$ cat src/rtl/video_pkg.sv
// Shared video types: default screen geometry, packer FSM states and the
// FIFO entry layout used between the pixel tagger and the stream output.
package video_pkg;

    localparam int SCREEN_WIDTH_DEF  = 640;
    localparam int SCREEN_HEIGHT_DEF = 480;
    localparam int RBG_SIZE_DEF      = 24;

    // SEEK waits for a start-of-frame pixel; STREAM buffers every pixel.
    typedef enum logic {
        SEEK   = 1'b0,
        STREAM = 1'b1
    } packer_state_t;

    // One buffered pixel: frame-boundary flags travel with the colour.
    typedef struct packed {
        logic                    sop;
        logic                    eop;
        logic [RBG_SIZE_DEF-1:0] colour;
    } pixel_entry_t;

endpackage

$ cat src/rtl/pixel_fifo.sv
// Show-ahead register-array FIFO. Pointers carry one extra wrap bit so that
// full and empty are distinguishable. A write is accepted while full when a
// read happens in the same cycle (the slot being freed is the one written).
module pixel_fifo #(
    parameter int WIDTH = 26,
    parameter int DEPTH = 16
) (
    input  logic             clk,
    input  logic             reset,
    input  logic             wr_en,
    input  logic [WIDTH-1:0] wr_data,
    input  logic             rd_en,
    output logic [WIDTH-1:0] rd_data,
    output logic             full,
    output logic             empty
);

    localparam int AW = $clog2(DEPTH);

    logic [WIDTH-1:0] mem_q [DEPTH];
    logic [AW:0]      wr_ptr_q, wr_ptr_d;
    logic [AW:0]      rd_ptr_q, rd_ptr_d;
    logic             wr_fire;
    logic             rd_fire;

    assign empty   = (wr_ptr_q == rd_ptr_q);
    assign full    = (wr_ptr_q[AW] != rd_ptr_q[AW]) &&
                     (wr_ptr_q[AW-1:0] == rd_ptr_q[AW-1:0]);
    assign rd_fire = rd_en && !empty;
    assign wr_fire = wr_en && (!full || rd_fire);
    assign rd_data = mem_q[rd_ptr_q[AW-1:0]];

    // Advance each pointer by one on its accepted operation.
    always_comb begin
        wr_ptr_d = wr_ptr_q + {{AW{1'b0}}, wr_fire};
        rd_ptr_d = rd_ptr_q + {{AW{1'b0}}, rd_fire};
    end

    // Pointer registers; reset empties the FIFO immediately.
    always_ff @(posedge clk or posedge reset) begin
        if (reset) begin
            wr_ptr_q <= '0;
            rd_ptr_q <= '0;
        end else begin
            wr_ptr_q <= wr_ptr_d;
            rd_ptr_q <= rd_ptr_d;
        end
    end

    // Storage array; contents need no reset since the pointers gate visibility.
    always_ff @(posedge clk) begin
        if (wr_fire) begin
            mem_q[wr_ptr_q[AW-1:0]] <= wr_data;
        end
    end

endmodule

$ cat src/rtl/pixel_stream_packer.sv
// Tags incoming coordinate pixels with frame start/end flags, buffers them and
// presents them as a ready/valid stream. After start-up or an overflow the
// input side discards pixels until the next frame start.
//
// Output handshake: a beat transfers on a rising edge where out_valid and
// out_ready are both high; while out_valid is high and out_ready low the beat
// (out_data/out_sop/out_eop) is held unchanged. in_ready is advisory only.
module pixel_stream_packer
    import video_pkg::*;
#(
    parameter int DATA_WIDTH    = 32,
    parameter int RBG_SIZE      = RBG_SIZE_DEF,
    parameter int SCREEN_WIDTH  = SCREEN_WIDTH_DEF,
    parameter int SCREEN_HEIGHT = SCREEN_HEIGHT_DEF,
    parameter int FIFO_DEPTH    = 16
) (
    input  logic                  clk,
    input  logic                  reset,
    input  logic                  in_valid,
    input  logic [DATA_WIDTH-1:0] in_x,
    input  logic [DATA_WIDTH-1:0] in_y,
    input  logic [RBG_SIZE-1:0]   in_colour,
    output logic                  in_ready,
    output logic [RBG_SIZE-1:0]   out_data,
    output logic                  out_valid,
    input  logic                  out_ready,
    output logic                  out_sop,
    output logic                  out_eop,
    output logic                  overflow,
    output logic [15:0]           frame_count,
    output packer_state_t         state_dbg
);

    packer_state_t state_q, state_d;
    logic          overflow_q, overflow_d;
    logic [15:0]   frame_count_q, frame_count_d;

    pixel_entry_t  wr_entry;
    pixel_entry_t  head;
    logic          fifo_full;
    logic          fifo_empty;
    logic          rd_fire;
    logic          space;
    logic          wr_req;
    logic          sop_tag;
    logic          eop_tag;

    // Rows count down, so a frame begins at the top row value and ends at row 1.
    assign sop_tag  = (in_x == '0) && (in_y == DATA_WIDTH'(SCREEN_HEIGHT));
    assign eop_tag  = (in_x == DATA_WIDTH'(SCREEN_WIDTH - 1)) && (in_y == DATA_WIDTH'(1));
    assign wr_entry = '{sop: sop_tag, eop: eop_tag, colour: in_colour};

    assign rd_fire  = !fifo_empty && out_ready;
    assign space    = !fifo_full || rd_fire;

    pixel_fifo #(
        .WIDTH ($bits(pixel_entry_t)),
        .DEPTH (FIFO_DEPTH)
    ) u_fifo (
        .clk     (clk),
        .reset   (reset),
        .wr_en   (wr_req),
        .wr_data (wr_entry),
        .rd_en   (out_ready),
        .rd_data (head),
        .full    (fifo_full),
        .empty   (fifo_empty)
    );

    // Outputs are masked while empty so the idle stream reads as all zero.
    assign out_valid   = !fifo_empty;
    assign out_data    = fifo_empty ? '0 : head.colour;
    assign out_sop     = !fifo_empty && head.sop;
    assign out_eop     = !fifo_empty && head.eop;
    assign in_ready    = !fifo_full;
    assign overflow    = overflow_q;
    assign frame_count = frame_count_q;
    assign state_dbg   = state_q;

    // Input FSM: decide whether this pixel is written, dropped or ignored.
    always_comb begin
        state_d    = state_q;
        overflow_d = overflow_q;
        wr_req     = 1'b0;
        if (in_valid) begin
            case (state_q)
                SEEK: begin
                    if (sop_tag && space) begin
                        wr_req  = 1'b1;
                        state_d = STREAM;
                    end
                end
                STREAM: begin
                    if (space) begin
                        wr_req = 1'b1;
                    end else begin
                        overflow_d = 1'b1;
                        state_d    = SEEK;
                    end
                end
                default: state_d = SEEK;
            endcase
        end
    end

    // Count frames as their final beat leaves the stream.
    always_comb begin
        frame_count_d = frame_count_q;
        if (rd_fire && head.eop) begin
            frame_count_d = frame_count_q + 16'd1;
        end
    end

    // State, sticky overflow and frame counter registers.
    always_ff @(posedge clk or posedge reset) begin
        if (reset) begin
            state_q       <= SEEK;
            overflow_q    <= 1'b0;
            frame_count_q <= 16'd0;
        end else begin
            state_q       <= state_d;
            overflow_q    <= overflow_d;
            frame_count_q <= frame_count_d;
        end
    end

endmodule
$ cat config.mk
export PLATFORM = sky130hd
export DESIGN_NAME = pixel_stream_packer
export DESIGN_NICKNAME = d
export VERILOG_FILES = /design/src/rtl/video_pkg.sv /design/src/rtl/pixel_fifo.sv /design/src/rtl/pixel_stream_packer.sv
export SDC_FILE = /design/constraint.sdc
export NUM_CORES = 1
export LEC_CHECK = 0
export BUFFER_PORTS_ARGS = -buffer_cell sky130_fd_sc_hd__buf_2
export CORE_MARGIN = 8
export CORE_UTILIZATION = 54
export DETAILED_ROUTE_END_ITERATION = 16
export GPL_ROUTABILITY_DRIVEN = 0
export PLACE_DENSITY_LB_ADDON = 0.1
export SYNTH_ARGS = -nofsm -noshare
export SYNTH_HDL_FRONTEND = slang
export SYNTH_SLANG_ARGS = --single-unit
$ cat constraint.sdc
create_clock -name clk -period 4.2 [get_ports clk]
set_input_delay 0.21 -clock clk [delete_from_list [all_inputs] [get_ports clk]]
set_output_delay 0.21 -clock clk [all_outputs]
set_load 0.005 [all_outputs]
; ---- Word-level counts from Yosys, hierarchy flattened
; Memory sizes are Yosys's and may differ from the RTL's.
; Cells that the tools add are included.
[totals]
regBits = 28
ram_bits = 416
in_bits = 92
n_memories = 1
[op_classes]
n_addsub = 3
n_eq_ne = 6
muxes = 7
bitwise_logic = 2
n_reduce_logical = 14
[mem_list]
columns = memory, depth, word_bits, rd, rd_clocked_by_memory_dff, write_ports, line_no
row1 = u_fifo.mem_q, 16, 26, 1, 0, 1, pixel_fifo.sv:20  ; logic [WIDTH-1:0] mem_q [DEPTH];
[ops]
columns = op, count
row1 = $eq 32x1->1 const B, 1
row2 = $eq 32x10->1 const B, 1
row3 = $eq 32x9->1 const B, 1
row4 = $logic_not 32->1, 1
row5 = $mux 24, 1
row6 = $add 16x1->16 const B, 1
row7 = $add 5x1->5, 2
row8 = $logic_and 1x1->1, 9
row9 = $eq 5x5->1, 1
row10 = $mux 1, 5
row11 = $eq 4x4->1, 1
row12 = $reduce_and 3->1, 1
row13 = $logic_not 1->1, 2
row14 = $not 1->1, 2
row15 = $pmux 1 s2, 1
row16 = $logic_or 1x1->1, 1
row17 = $ne 1x1->1, 1

; ---- Logic depth before layout (Yosys ltp)
; Gate-level depths: netlist of the first run.
[logic_depth]
depth_word = 11
depth_mapped = 12

; ---- By module
; A second synthesis of the first run with hierarchy kept.
[unflattened]
hier_cells = 944
area_unflattened_um2 = 17728.3
[modules_own_cells]
columns = mod, instances, cells_per_inst, area_each_um2
row1 = pixel_fifo, 1, 812, 16552.1
row2 = pixel_stream_packer, 1, 132, 1176.1

; ---- Least setup slack after synthesis of the first run
; No wires, ideal clock.
[synth_path]
path_kind = input to register
from = in in_x[0]
to = mem u_fifo.mem_q[10][0], enable pin
setup_ps = 475
arrival_ps = 4029
path_slack_ps = -303
cell_stages = 5
n_path_buf = 1
cell_sequence = or4_1 > nor4_2 > a21oi_1 > buf_2 > nor4_1
[synth_via]
elab_chain_len = 9
[synth_lines]
columns = element, line_no
row1 = start: declaration, pixel_stream_packer.sv:20  ; input logic [DATA_WIDTH-1:0] in_x,
row2 = $logic_not 32->1, pixel_stream_packer.sv:49  ; assign sop_tag = (in_x == '0) && (in_y == DATA_WIDTH'(SCREEN_HEIGHT));
row3 = $logic_and 1x1->1, pixel_stream_packer.sv:49
row4 = $logic_and 1x1->1, pixel_stream_packer.sv:88  ; if (sop_tag && space) begin
row5 = $mux 1, pixel_stream_packer.sv:88
row6 = $pmux 1 s2, pixel_stream_packer.sv:86  ; case (state_q)
row7 = $mux 1, pixel_stream_packer.sv:85  ; if (in_valid) begin
row8 = $logic_and 1x1->1, pixel_fifo.sv:30  ; assign wr_fire = wr_en && (!full || rd_fire);
row9 = $mux 1, pixel_fifo.sv:52  ; if (wr_fire) begin
row10 = $mux 1 (not written as such), pixel_fifo.sv:53  ; mem_q[wr_ptr_q[AW-1:0]] <= wr_data;
row11 = end: declaration, pixel_fifo.sv:20
; No other way between the ends.

; ---- Worst setup path in the final report of the first run
[layout_path]
from = reg u_fifo.rd_ptr_q[0]
to = out out_data[10]
[layout_via]
elab_chain_len = 2
elab_cells_between_ends = 3
cone_classes = 1 x eq/ne / 1 x mux / 1 x memory
[layout_lines]
columns = element, line_no
row1 = start: declaration, pixel_fifo.sv:22  ; logic [AW:0] rd_ptr_q, rd_ptr_d;
row2 = start signal: assignment, pixel_fifo.sv:46  ; rd_ptr_q <= rd_ptr_d;
row3 = $mem_v2 16x26 or $eq 5x5->1 (tied branches), -
row4 = $mux 24 *, pixel_stream_packer.sv:72  ; assign out_data = fifo_empty ? '0 : head.colour;
row5 = end: declaration, pixel_stream_packer.sv:24  ; output logic [RBG_SIZE-1:0] out_data,
; Mark *: on every way between the ends. The rest lies on a longest branch, timed or not.

==> results of run 1 <==
==> kinds of logic (layout without fill, tap and decap cells) <==
family,count (synthesis),in the layout,share of synthesized area
flops,444,444,0.754
compound gates,8,8,0.00393
fa+ha+maj,5,5,0.00357
xor+xnor,26,26,0.0130
simple gates,123,123,0.0442
buf+inv,48,262,0.0139
mux,132,132,0.168
other cells,0,1,0
==> stage by stage <==
| stage | std cells | hold slack (ps) | util | worst slack [ps] |
|---|---|---|---|---|
| final | 1409 | 57.5 | 0.629 | 730 |
| after global routing | 1409 | 50.4 | 0.629 | 501 |
| after CTS | 1408 | 40.2 | 0.629 | 629 |
| after detailed placement | 1323 | 448 | 0.585 | 1170 |
| after global placement | 1323 | 446 | 0.585 | 1240 |
| after floorplan | 786 | 275 | - | -303 |
==> critical path: cells and delay by family, from the launching register on <==
family,cells,cell delay [ps]
buffers and inverters,2,660
multiplexers,2,1090
flip-flops,1,780
AND/OR/NAND/NOR,1,160
==> metal layers <==
layer  global-route usage  vias to the layer above  share of wire
met4               0.0480                        2          0.017
li1                     -                     3671              -
met3               0.0547                       56          0.088
met5                    0                        -        0.00033
met1                0.302                     4718           0.43
met2                0.318                      398           0.46
==> worst paths after layout <==
check                                            endpoint  slack (ps)  cells past startpoint
min in group asynchronous    u_fifo.wr_ptr_q[2]$_DFF_PP0_         490                      3
min                        u_fifo.mem_q[12][15]$_DFFE_PP_          60                      1
max reg2reg                 u_fifo.mem_q[5][18]$_DFFE_PP_        1250                      7
max                                          out_data[10]         730                      5
min reg2reg                   frame_count[15]$_DFFE_PP0P_         460                      1
max in group asynchronous    u_fifo.rd_ptr_q[0]$_DFF_PP0_        2940                      3
==> sequential cells by signal (all words and copies together) (netlist names) <==
signal           count
frame_count         16
overflow             1
state_dbg            1
u_fifo.mem_q       416
u_fifo.rd_ptr_q      5
u_fifo.wr_ptr_q      5
==> layout by cell type, fill, tap and decap left out, types with 2 or more instances in the layout <==
master,Yosys,routed
nor2_1,5,4
buf_4,5,32
nor2b_1,26,26
nor2_2,1,2
xor2_1,16,16
xnor2_1,10,10
mux2i_1,2,2
or2_2,2,2
clkbuf_1,10,9
inv_6,0,2
and2_1,2,2
ha_1,5,5
and3_1,3,3
inv_1,7,7
bufinv_16,0,3
mux2_4,2,2
nand3_1,11,11
nand2_1,9,9
nor3_2,9,9
nor3_1,2,2
clkbuf_16,0,45
edfxtp_1,416,416
nand4_1,8,8
nand2b_1,5,5
nor4b_1,3,3
nor4_1,32,16
clkinv_1,0,10
nor4_2,1,17
clkinv_2,0,11
mux4_2,128,128
dfrtp_4,0,2
buf_2,12,137
dfrtp_1,28,25
dlygate4sd3_1,0,3
==> timing repair <==
| item | CTS | global route |
|---|---|---|
| hold buffers | 3 | 0 |
| endpoints found under the hold margin | 30 | 0 |
| endpoints found under the setup margin | 0 | 0 |
| gates resized for setup | 0 | 0 |
==> cells in the mapped netlist, drive strengths merged <==
cell	count	area [um2]
nor2	6	25.0
nor4	33	213
mux2	2	30.0
nor3b	1	7.51
nand3	11	55.1
nand2b	5	31.3
nor2b	26	163
nor4b	3	26.3
nand4	8	50.1
a31oi	1	6.26
ha	5	62.6
and4	1	8.76
and3	3	18.8
a2bb2oi	1	8.76
nand2	9	33.8
a22oi	1	21.3
mux4	128	2880
o22ai	1	6.26
nand4b	1	8.76
o31ai	1	7.51
mux2i	2	20.0
o21ai	2	13.8
nor3	11	100
edfxtp	416	12500
xor2	16	140
dfrtp	28	701
inv	7	26.3
clkbuf	10	37.5
buf	31	180
xnor2	10	87.6
and2	2	12.5
or4	1	7.51
or2	2	12.5
a21oi	1	5.00
==> cell type report <==
type	count	area, um2
sequential	444	13200
fill	2236	11900
multi-input combinational	294	4170
clock buffer	54	1160
timing repair buffer	173	976
tap	408	510
clock inverter	28	216
inverter	7	26.3
antenna	1	2.50
==> power groups by stage <==
stage                     Clock [W]  Combinational, W  Sequential (W)
final                       0.00374           0.00349         0.00523
after global routing        0.00399           0.00374         0.00526
after CTS                   0.00381           0.00356         0.00524
after detailed placement          0           0.00354         0.00533
after global placement            0           0.00351         0.00532
after floorplan                   0           0.00251         0.00512
==> metrics.md, run 1 <==
| Metric | Value |
|---|---|
| Status | `complete, no violations` |
| Most frequent CP cell | `mux4_2` |
| Net Switching | `0.00358 W` |
| Register area share after synthesis | `0.754` |
| Final Max Slew Viols | `0` |
| Setup violations, final | `0` |
| Layout area overhead | `15.8%` |
| Drt via density | `6.28` |
| Min-delay src | `in_colour[15]` |
| Reg2Reg Launch Point | `u_fifo.rd_ptr_q[0]$_DFF_PP0_` |
| Syn Inst Count | `786` |
| Setup Total Neg Slack | `0 ps` |
| Full die area | `0.0384 mm2` |
| Clock-pin slew on the worst setup and hold paths | `60 ps` |
| Maximum clock insertion buffer count | `3` |
| Port bufs | `137` |
| Distinct cells, synth | `41` |
| RSZ-0062 raised after global routing | `false` |
| CTS buffer count | `45` |
| Clock power frac | `0.300` |
| Power Density | `615 mW/mm2` |
| Drt initial violations | `857` |
| First-pass GRT wire length | `59100 um` |
| NumNets Final | `1062` |
| DP HPWL | `24900 um` |
| Post-CTS Repair Setup Buffers | `0` |
| Fmax | `0.288 GHz` |
| Largest net degree at the start of global routing | `42` |
| DR pass1 iterations | `5` |
| Total gr overflow | `0` |
| Skew final | `17.3 ps` |
| Syn avg cell area | `22.3 um2` |
| Setup crit start kind | `flip-flop` |
| Core area | `0.0322 mm2` |
| Gate power share | `0.280` |
| DIE WIDTH | `196 um` |
| Root buf cell | `clkbuf_16` |
| Num rows | `66` |
| Routed via count | `8845` |
| Hold Vio Cnt, Final | `0` |
| Required time of the critical path | `3990 ps` |
| Final WL | `39800 um` |
| Minimum clock period | `3470 ps` |
| Crit path launch | `u_fifo.rd_ptr_q[0]$_DFF_PP0_` |
| Critical path's slowest cell | `dfrtp_4` |
| H-tree lvl count | `2` |
| Internal | `0.00889 W` |
| Worst EP arrival | `3260 ps` |
| Latest clock arrival within the worst-skew pair | `550 ps` |
| Vias in the first global route | `9107` |
| IR Drop Worst-Case VDD | `0.449 mV` |
| Initial Util | `0.543` |
| Crit path largest cell delay | `780 ps` |
| Synthesized flop and latch total | `444` |
| Critical path class | `reg2out` |
| Total leakage power | `6.81 nW` |
| Relative slew slack | `0.287` |
| Maximum capacitance violations | `0` |
| Total track usage | `0.209` |
| Crit path max fanout | `28` |
| Worst hold path class | `in2reg` |
| Synth Cell Area | `0.0175 mm2` |
| CTS tree | `yes` |
| Ys Warns | `0` |
| Final Cycle Share | `0.826` |
| Layout cell share with drive strength beyond 1 | `0.399` |
| Post-route DRC | `0` |
| Area of placed instances | `0.0189 mm2` |
| # clock sinks | `444` |
| Synth Net Count | `883` |
| Flop pwr share | `0.420` |
| Setup crit end kind | `output port` |
| Drt wl/cell | `28.3 um` |
| Antenna violations before repair | `3` |
| Ports | `138` |
| Crit-path cells | `buf_4, mux4_2, mux4_2, nor2b_1, buf_2` |
| DIE HEIGHT | `196 um` |
| Design Area, Final | `0.0203 mm2` |
| Slew @ Worst Pin | `1070 ps` |
| Sw frac | `0.287` |
| Total power | `0.0125 W` |
| ANT nets after route | `0` |
Power figures use the tool's default switching activity.
==> run 2: changes to the inputs <==
Clock period 4.2 ns to 2.9 ns, I/O delays scaled along.
==> run 2 against run 1 <==
Effect of this change: combinational power up 70%; largest cell class unchanged; sequential power up 42%; worst hold slack better by 270 ps; clock-buffer cell count down 3; register-to-register slack worse by 780 ps; first-iteration DRC count down 21%; sequential share of layout area down 3.1 points; power up 51%; largest power group unchanged; clock skew up 17 ps; final cell count up 4.6%; design area up 4.9%; via count up 1.2%.
==> metrics.md, run 2 (same netlist as run 1, synthesis figures left out) <==
| Metric | Value |
|---|---|
| Antenna violations before repair | `2 (-1)` |
| Worst EP arrival | `2720 ps (-540 ps)` |
| CTS tree | `yes` |
| Routed via count | `8955 (+1.2%)` |
| Flop pwr share | `0.394 (-0.026)` |
| Layout area overhead | `21.5%` |
| First-pass GRT wire length | `58700 um (-0.63%)` |
| Skew final | `33.9 ps (+16.6 ps)` |
| Fmax | `0.349 GHz` |
| Relative slew slack | `0.210 (-0.0775)` |
| IR Drop Worst-Case VDD | `0.555 mV (+23%)` |
| Final Cycle Share | `0.988` |
| Reg area | `0.0132 mm2 (unchanged)` |
| Sw frac | `0.284 (-0.00331)` |
| Slew @ Worst Pin | `1180 ps (+115 ps)` |
| Initial Util | `0.543 (unchanged)` |
| Setup violations, final | `0 (unchanged)` |
| Layout cell share with drive strength beyond 1 | `0.413 (+0.0141)` |
| NumNets Final | `1127 (+6.1%)` |
| Drt wl/cell | `27.3 um (-3.5%)` |
| Crit path launch | `u_fifo.rd_ptr_q[0]$_DFF_PP0_` |
| Clock-pin slew on the worst setup and hold paths | `60 ps (about the same)` |
| Root buf cell | `clkbuf_16` |
| Commonest non-fill, non-tap cells in the layout | `edfxtp_1, buf_2, mux4_2` |
| Crit path capture | `out_data[22]` |
| Most common cell after layout, fill and taps aside | `edfxtp_1` |
| Non-filler instance count after layout | `1474 (+4.6%)` |
| Setup crit start kind | `flip-flop` |
| Crit path max fanout | `6 (-79%)` |
| Gate power share | `0.316 (+0.036)` |
| Total gr overflow | `0 (unchanged)` |
| Maximum capacitance violations | `0 (unchanged)` |
| Worst hold path class | `in2reg` |
| ANT nets after route | `0 (unchanged)` |
| Setup crit end kind | `output port` |
| Final WL | `40200 um (+0.92%)` |
| DIE WIDTH | `196 um (unchanged)` |
| Minimum clock period | `2870 ps` |
| Pre-CTS setup slack | `237 ps (-937 ps)` |
| Status | `complete, no violations` |
| Required time of the critical path | `2760 ps (-1230 ps)` |
| Power Density | `885 mW/mm2 (+44%)` |
| Core area | `0.0322 mm2 (unchanged)` |
| Critical path class | `reg2out` |
| Flop-to-flop setup slack | `470 ps (-780 ps)` |
| DR pass1 iterations | `5 (unchanged)` |
| Reg2Reg Launch Point | `u_fifo.rd_ptr_q[0]$_DFF_PP0_` |
| Final Max Slew Viols | `0 (unchanged)` |
| Clock power frac | `0.290 (-0.010)` |
| Full die area | `0.0384 mm2 (unchanged)` |
| DP Cell Count | `1347 (+1.8%)` |
| Port bufs | `137 (unchanged)` |
| Hold Vio Cnt, Final | `0 (unchanged)` |
| Total leakage power | `7.30 nW (+7.1%)` |
| Fillers | `2103 (-5.9%)` |
| Internal | `0.0135 W (+52%)` |
| Multi-input gate area | `0.00434 mm2 (+4.1%)` |
| DIE HEIGHT | `196 um (unchanged)` |
| DP HPWL | `24200 um (-2.8%)` |
| Maximum clock insertion buffer count | `3 (unchanged)` |
| Ports | `138 (unchanged)` |
| Cells on worst reg2reg path | `10 (+3)` |
| Critical R2R Capture | `u_fifo.wr_ptr_q[2]$_DFF_PP0_` |
| Largest net degree at the start of global routing | `41 (-2.4%)` |
| Num rows | `66 (unchanged)` |
| Post-route DRC | `0 (unchanged)` |
| Setup Total Neg Slack | `0 ps (unchanged)` |
| Vias in the first global route | `9425 (+3.5%)` |
| Net Switching | `0.00534 W (+49%)` |
| # clock sinks | `444 (unchanged)` |
| Drt initial violations | `678 (-21%)` |
| Drt via density | `6.08 (-3.2%)` |
| CTS buffer count | `45 (unchanged)` |
| Total track usage | `0.205 (-0.00351)` |
| RSZ-0062 raised after global routing | `true` |
| Hold Slack | `330 ps (+273 ps)` |
| H-tree lvl count | `2 (unchanged)` |
| Final WS setup | `33.5 ps (-697 ps)` |
| Largest register FFs | `416 (unchanged)` |
| Latest clock arrival within the worst-skew pair | `560 ps (about the same)` |
==> run 2: cell count changes in the layout (fill, tap and decap cells not counted), moves of 5 or more <==
| cell | change |
|---|---|
| dlygate4sd3_1 | +25 |
| nor4_2 | -16 |
| buf_16 | +5 |
| buf_4 | +23 |
| clkbuf_16 | +5 |
| nor4_4 | +16 |
==> run 2: cell type report <==
| class | instances | area share |
|---|---|---|
| Clock inverter | 31 | 0.0118 |
| Sequential cell | 444 | 0.621 |
| Antenna cell | 1 | 0.000118 |
| Tap cell | 408 | 0.0240 |
| Inverter | 7 | 0.00124 |
| Clock buffer | 51 | 0.0540 |
| Timing Repair Buffer | 238 | 0.0840 |
| Multi-Input combinational cell | 294 | 0.204 |
==> run 2: worst min-delay path by stage <==
stage	slack, ps	to	startpoint	cells after the start
floorplan	210	frame_count[0]$_DFFE_PP0P_	reset	1
global placement	410	overflow$_DFFE_PP0P_	out_ready	2
detailed placement	410	overflow$_DFFE_PP0P_	out_ready	2
CTS	290	u_fifo.mem_q[12][24]$_DFFE_PP_	in_y[8]	3
global route	340	u_fifo.mem_q[10][24]$_DFFE_PP_	in_y[8]	3
finish	330	u_fifo.mem_q[10][24]$_DFFE_PP_	in_y[8]	3
==> run 2: through the flow <==
step,total power [W],cell area (um2),util
4_1_cts,0.0186,21000,0.653
3_5_place_dp,0.0129,19200,0.597
5_1_grt,0.0196,21300,0.660
3_3_place_gp,0.0128,19200,0.597
6_report,0.0188,21300,0.660
2_1_floorplan,0.0112,17700,-
==> run 2: routing by layer <==
metal / vias to the layer above / global-route usage / share of wire
li1: 3818 / - / -
met1: 4796 / 0.275 / 0.41
met2: 288 / 0.348 / 0.51
met3: 51 / 0.0329 / 0.055
met4: 2 / 0.0570 / 0.017
met5: - / 0 / 0.00032
==> run 2: repair_timing <==
action                     in CTS  in global routing
hold buffers                   28                  0
buffers inserted                5                  3
gates resized for setup         5                 10
cloned                          2                  6
setup endpoints to repair      25                 19
hold endpoints to repair      414                  0
pin swaps                       1                  0
==> run 2: worst max-delay path, cell delays in order, from the launching register on <==
cell       delay, ps
dfrtp_4          440
buf_12           160
buf_12           150
clkbuf_16        170
mux4_2           530
mux4_2           460
nor2b_1          140
buf_2            130
==> run 2: power groups by stage <==
| stage | combinational, W | clock [W] | sequential, W |
|---|---|---|---|
| after floorplan | 0.00374 | 0 | 0.00741 |
| after global placement | 0.00520 | 0 | 0.00758 |
| after detailed placement | 0.00528 | 0 | 0.00760 |
| after CTS | 0.00559 | 0.00557 | 0.00744 |
| after global routing | 0.00635 | 0.00580 | 0.00744 |
| final | 0.00595 | 0.00546 | 0.00741 |
==> run 3: changes to the inputs <==
Settings changed: CTS_CLUSTER_SIZE set to 12, PLACE_DENSITY set to 0.76, PLACE_DENSITY_LB_ADDON 0.1 to not set.
==> run 3 against run 2 <==
Effect of this change: worst hold slack worse by 69 ps; highest routed layer is now met4; via count up 0.50%; design area down 0.90%; critical endpoint is now out_data[10]; largest power group unchanged; critical path type unchanged; clock-buffer cell count up 5; combinational power down 4.0%; first-iteration DRC count up 18%; sequential share of layout area up 0.57 points.
==> metrics.md, run 3 (same netlist as run 1, synthesis figures left out) <==
| Metric | Value |
|---|---|
| Maximum clock insertion buffer count | `3 (unchanged)` |
| Vias in the first global route | `9524 (+1.1%)` |
| Final WL | `39300 um (-2.4%)` |
| Final WS setup | `52.7 ps (+19.3 ps)` |
| Minimum clock period | `2850 ps (-19.3 ps)` |
| Reg2Reg Launch Point | `u_fifo.rd_ptr_q[0]$_DFF_PP0_` |
| Total track usage | `0.202 (-0.00314)` |
| Required time of the critical path | `2760 ps (about the same)` |
| Routed via count | `9000 (+0.50%)` |
| Skew final | `12.8 ps (-21.1 ps)` |
| Initial Util | `0.543 (unchanged)` |
| Largest net degree at the start of global routing | `50 (+22%)` |
| Worst path top cell family by delay | `multiplexers` |
| Maximum capacitance violations | `0 (unchanged)` |
| Fmax | `0.351 GHz (+0.68%)` |
| Multi-input gate area | `0.00433 mm2 (-0.23%)` |
| DIE HEIGHT | `196 um (unchanged)` |
| Crit path largest cell delay | `540 ps (about the same)` |
| Most frequent CP cell | `mux4_2` |
| Setup crit end kind | `output port` |
| Antenna cells | `0 (-1)` |
| Worst EP arrival | `2700 ps (-20 ps)` |
| Worst hold path class | `in2async` |
| Crit path max fanout | `8 (+2)` |
| Most common cell after layout, fill and taps aside | `edfxtp_1` |
| Setup violations, final | `0 (unchanged)` |
| Post-Route M1 WL | `15200 um (-8.2%)` |
| DP HPWL | `23400 um (-3.3%)` |
| Num rows | `66 (unchanged)` |
| Wire length on met3 | `3020 um (+36%)` |
| Status | `complete, no violations` |
| Power Density | `863 mW/mm2 (-2.5%)` |
| Drt wl/cell | `26.9 um (-1.4%)` |
| Crit path launch | `u_fifo.rd_ptr_q[0]$_DFF_PP0_` |
| Largest register FFs | `416 (unchanged)` |
| Final Cycle Share | `0.982 (-0.00664)` |
| Clock-pin slew on the worst setup and hold paths | `60 ps (about the same)` |
| Flop-to-flop setup slack | `360 ps (-110 ps)` |
| Latest clock arrival within the worst-skew pair | `550 ps (about the same)` |
| DR pass1 iterations | `5 (unchanged)` |
| Cells on worst reg2reg path | `10 (unchanged)` |
| Layout area overhead | `20.4%` |
| Drt initial violations | `800 (+18%)` |
| Root buf cell | `clkbuf_16` |
| Layout cell share with drive strength beyond 1 | `0.407 (-0.00591)` |
| Antenna violations before repair | `0 (-2)` |
| Total leakage power | `7.20 nW (-1.3%)` |
| Hold Vio Cnt, Final | `0 (unchanged)` |
| Total power | `0.0182 W (-3.4%)` |
| RSZ-0062 raised after global routing | `true` |
| CP Depth | `6 (-1)` |
| Top Layer Used | `met4` |
| First-pass GRT wire length | `58200 um (-0.95%)` |
| DIE WIDTH | `196 um (unchanged)` |
| Commonest non-fill, non-tap cells in the layout | `edfxtp_1, buf_2, mux4_2` |
| Finished Core Util | `0.654 (-0.00594)` |
| Full die area | `0.0384 mm2 (unchanged)` |
| CTS tree | `yes` |
| Critical path's slowest cell | `mux4_2` |
| Ports | `138 (unchanged)` |
| Pre-CTS setup slack | `245 ps (+7.98 ps)` |
| Critical R2R Capture | `u_fifo.wr_ptr_q[2]$_DFF_PP0_` |
| ANT nets after route | `0 (unchanged)` |
| # clock sinks | `444 (unchanged)` |
| H-tree lvl count | `2 (unchanged)` |
| Critical path class | `reg2out` |
| Setup crit start kind | `flip-flop` |
| Crit-path cells | `buf_12, clkbuf_16, mux4_2, mux4_2, nor2b_1, buf_2` |
| Buf/Inv on CP | `3 (-1)` |
| Crit path capture | `out_data[10]` |
| Fillers | `2053 (-2.4%)` |
| IR Drop Worst-Case VDD | `0.553 mV (-0.32%)` |
| CTS buffer count | `45 (unchanged)` |
| Total gr overflow | `0 (unchanged)` |
| Met2 WL | `19900 um (-3.8%)` |
| Reg area | `0.0132 mm2 (about the same)` |
| Final Max Slew Viols | `0 (unchanged)` |
| NumNets Final | `1127 (unchanged)` |
| Post-route DRC | `0 (unchanged)` |
| Relative slew slack | `0.547 (+0.337)` |
| Drt via density | `6.17 (+1.5%)` |
| Core area | `0.0322 mm2 (unchanged)` |
| Slew @ Worst Pin | `679 ps (-503 ps)` |
| Port bufs | `137 (unchanged)` |
## run 3: area by class of cell
| type | instances | share of cell area |
|---|---|---|
| Multi-Input combinational cell | 294 | 0.206 |
| Inverter | 7 | 0.00125 |
| Clock buffer | 56 | 0.0554 |
| Sequential cell | 444 | 0.626 |
| Tap cell | 408 | 0.0242 |
| Clock inverter | 12 | 0.00374 |
| Timing Repair Buffer | 238 | 0.0834 |
## run 3: per-layer routing
metal  up-vias  GRT usage
met5         -          0
met1      4685      0.265
met4         0     0.0660
li1       3804          -
met3        79     0.0420
met2       432      0.337
## run 3: worst min path at each step
stage	from	to	cells past startpoint
after floorplan	reset	frame_count[0]$_DFFE_PP0P_	1
after global placement	reset	frame_count[2]$_DFFE_PP0P_	2
after detailed placement	reset	overflow$_DFFE_PP0P_	2
after CTS	reset	overflow$_DFFE_PP0P_	3
after global routing	reset	state_dbg$_DFFE_PP0P_	3
final	reset	state_dbg$_DFFE_PP0P_	3
## run 3: repair_timing
| action | in CTS | in global routing |
|---|---|---|
| gates cloned | 1 | 3 |
| endpoints found under the hold margin | 402 | 0 |
| endpoints found under the setup margin | 16 | 18 |
| resized for setup | 3 | 4 |
| hold buffers | 28 | 0 |
| setup buffers | 2 | 5 |
## run 3: power by group
group | total [W] | switching [W] | internal [W]
logic | 0.00571 | 0.00268 | 0.00303
clock network | 0.00507 | 0.00224 | 0.00283
registers | 0.00741 | 0.000209 | 0.00720
total | 0.0182 | 0.00513 | 0.0131
## run 3: worst reg2reg max path, delay by kind of cell (launching register included)
kind | cells | cell delay [ps]
buf+inv | 2 | 400
xor+xnor | 2 | 300
simple gates | 3 | 560
fa+ha+maj | 2 | 430
flops | 1 | 540
compound gates | 1 | 180
## run 3: metrics by stage
stage | std cells | setup TNS (ps) | hold WS (ps) | instance area [um2]
after floorplan | 786 | -64960 | 210 | 17700
after global placement | 1352 | 0 | 288 | 19400
after detailed placement | 1352 | 0 | 286 | 19400
after CTS | 1451 | -7.90 | 272 | 20900
after global routing | 1459 | -128 | 322 | 21100
final | 1459 | 0 | 261 | 21100
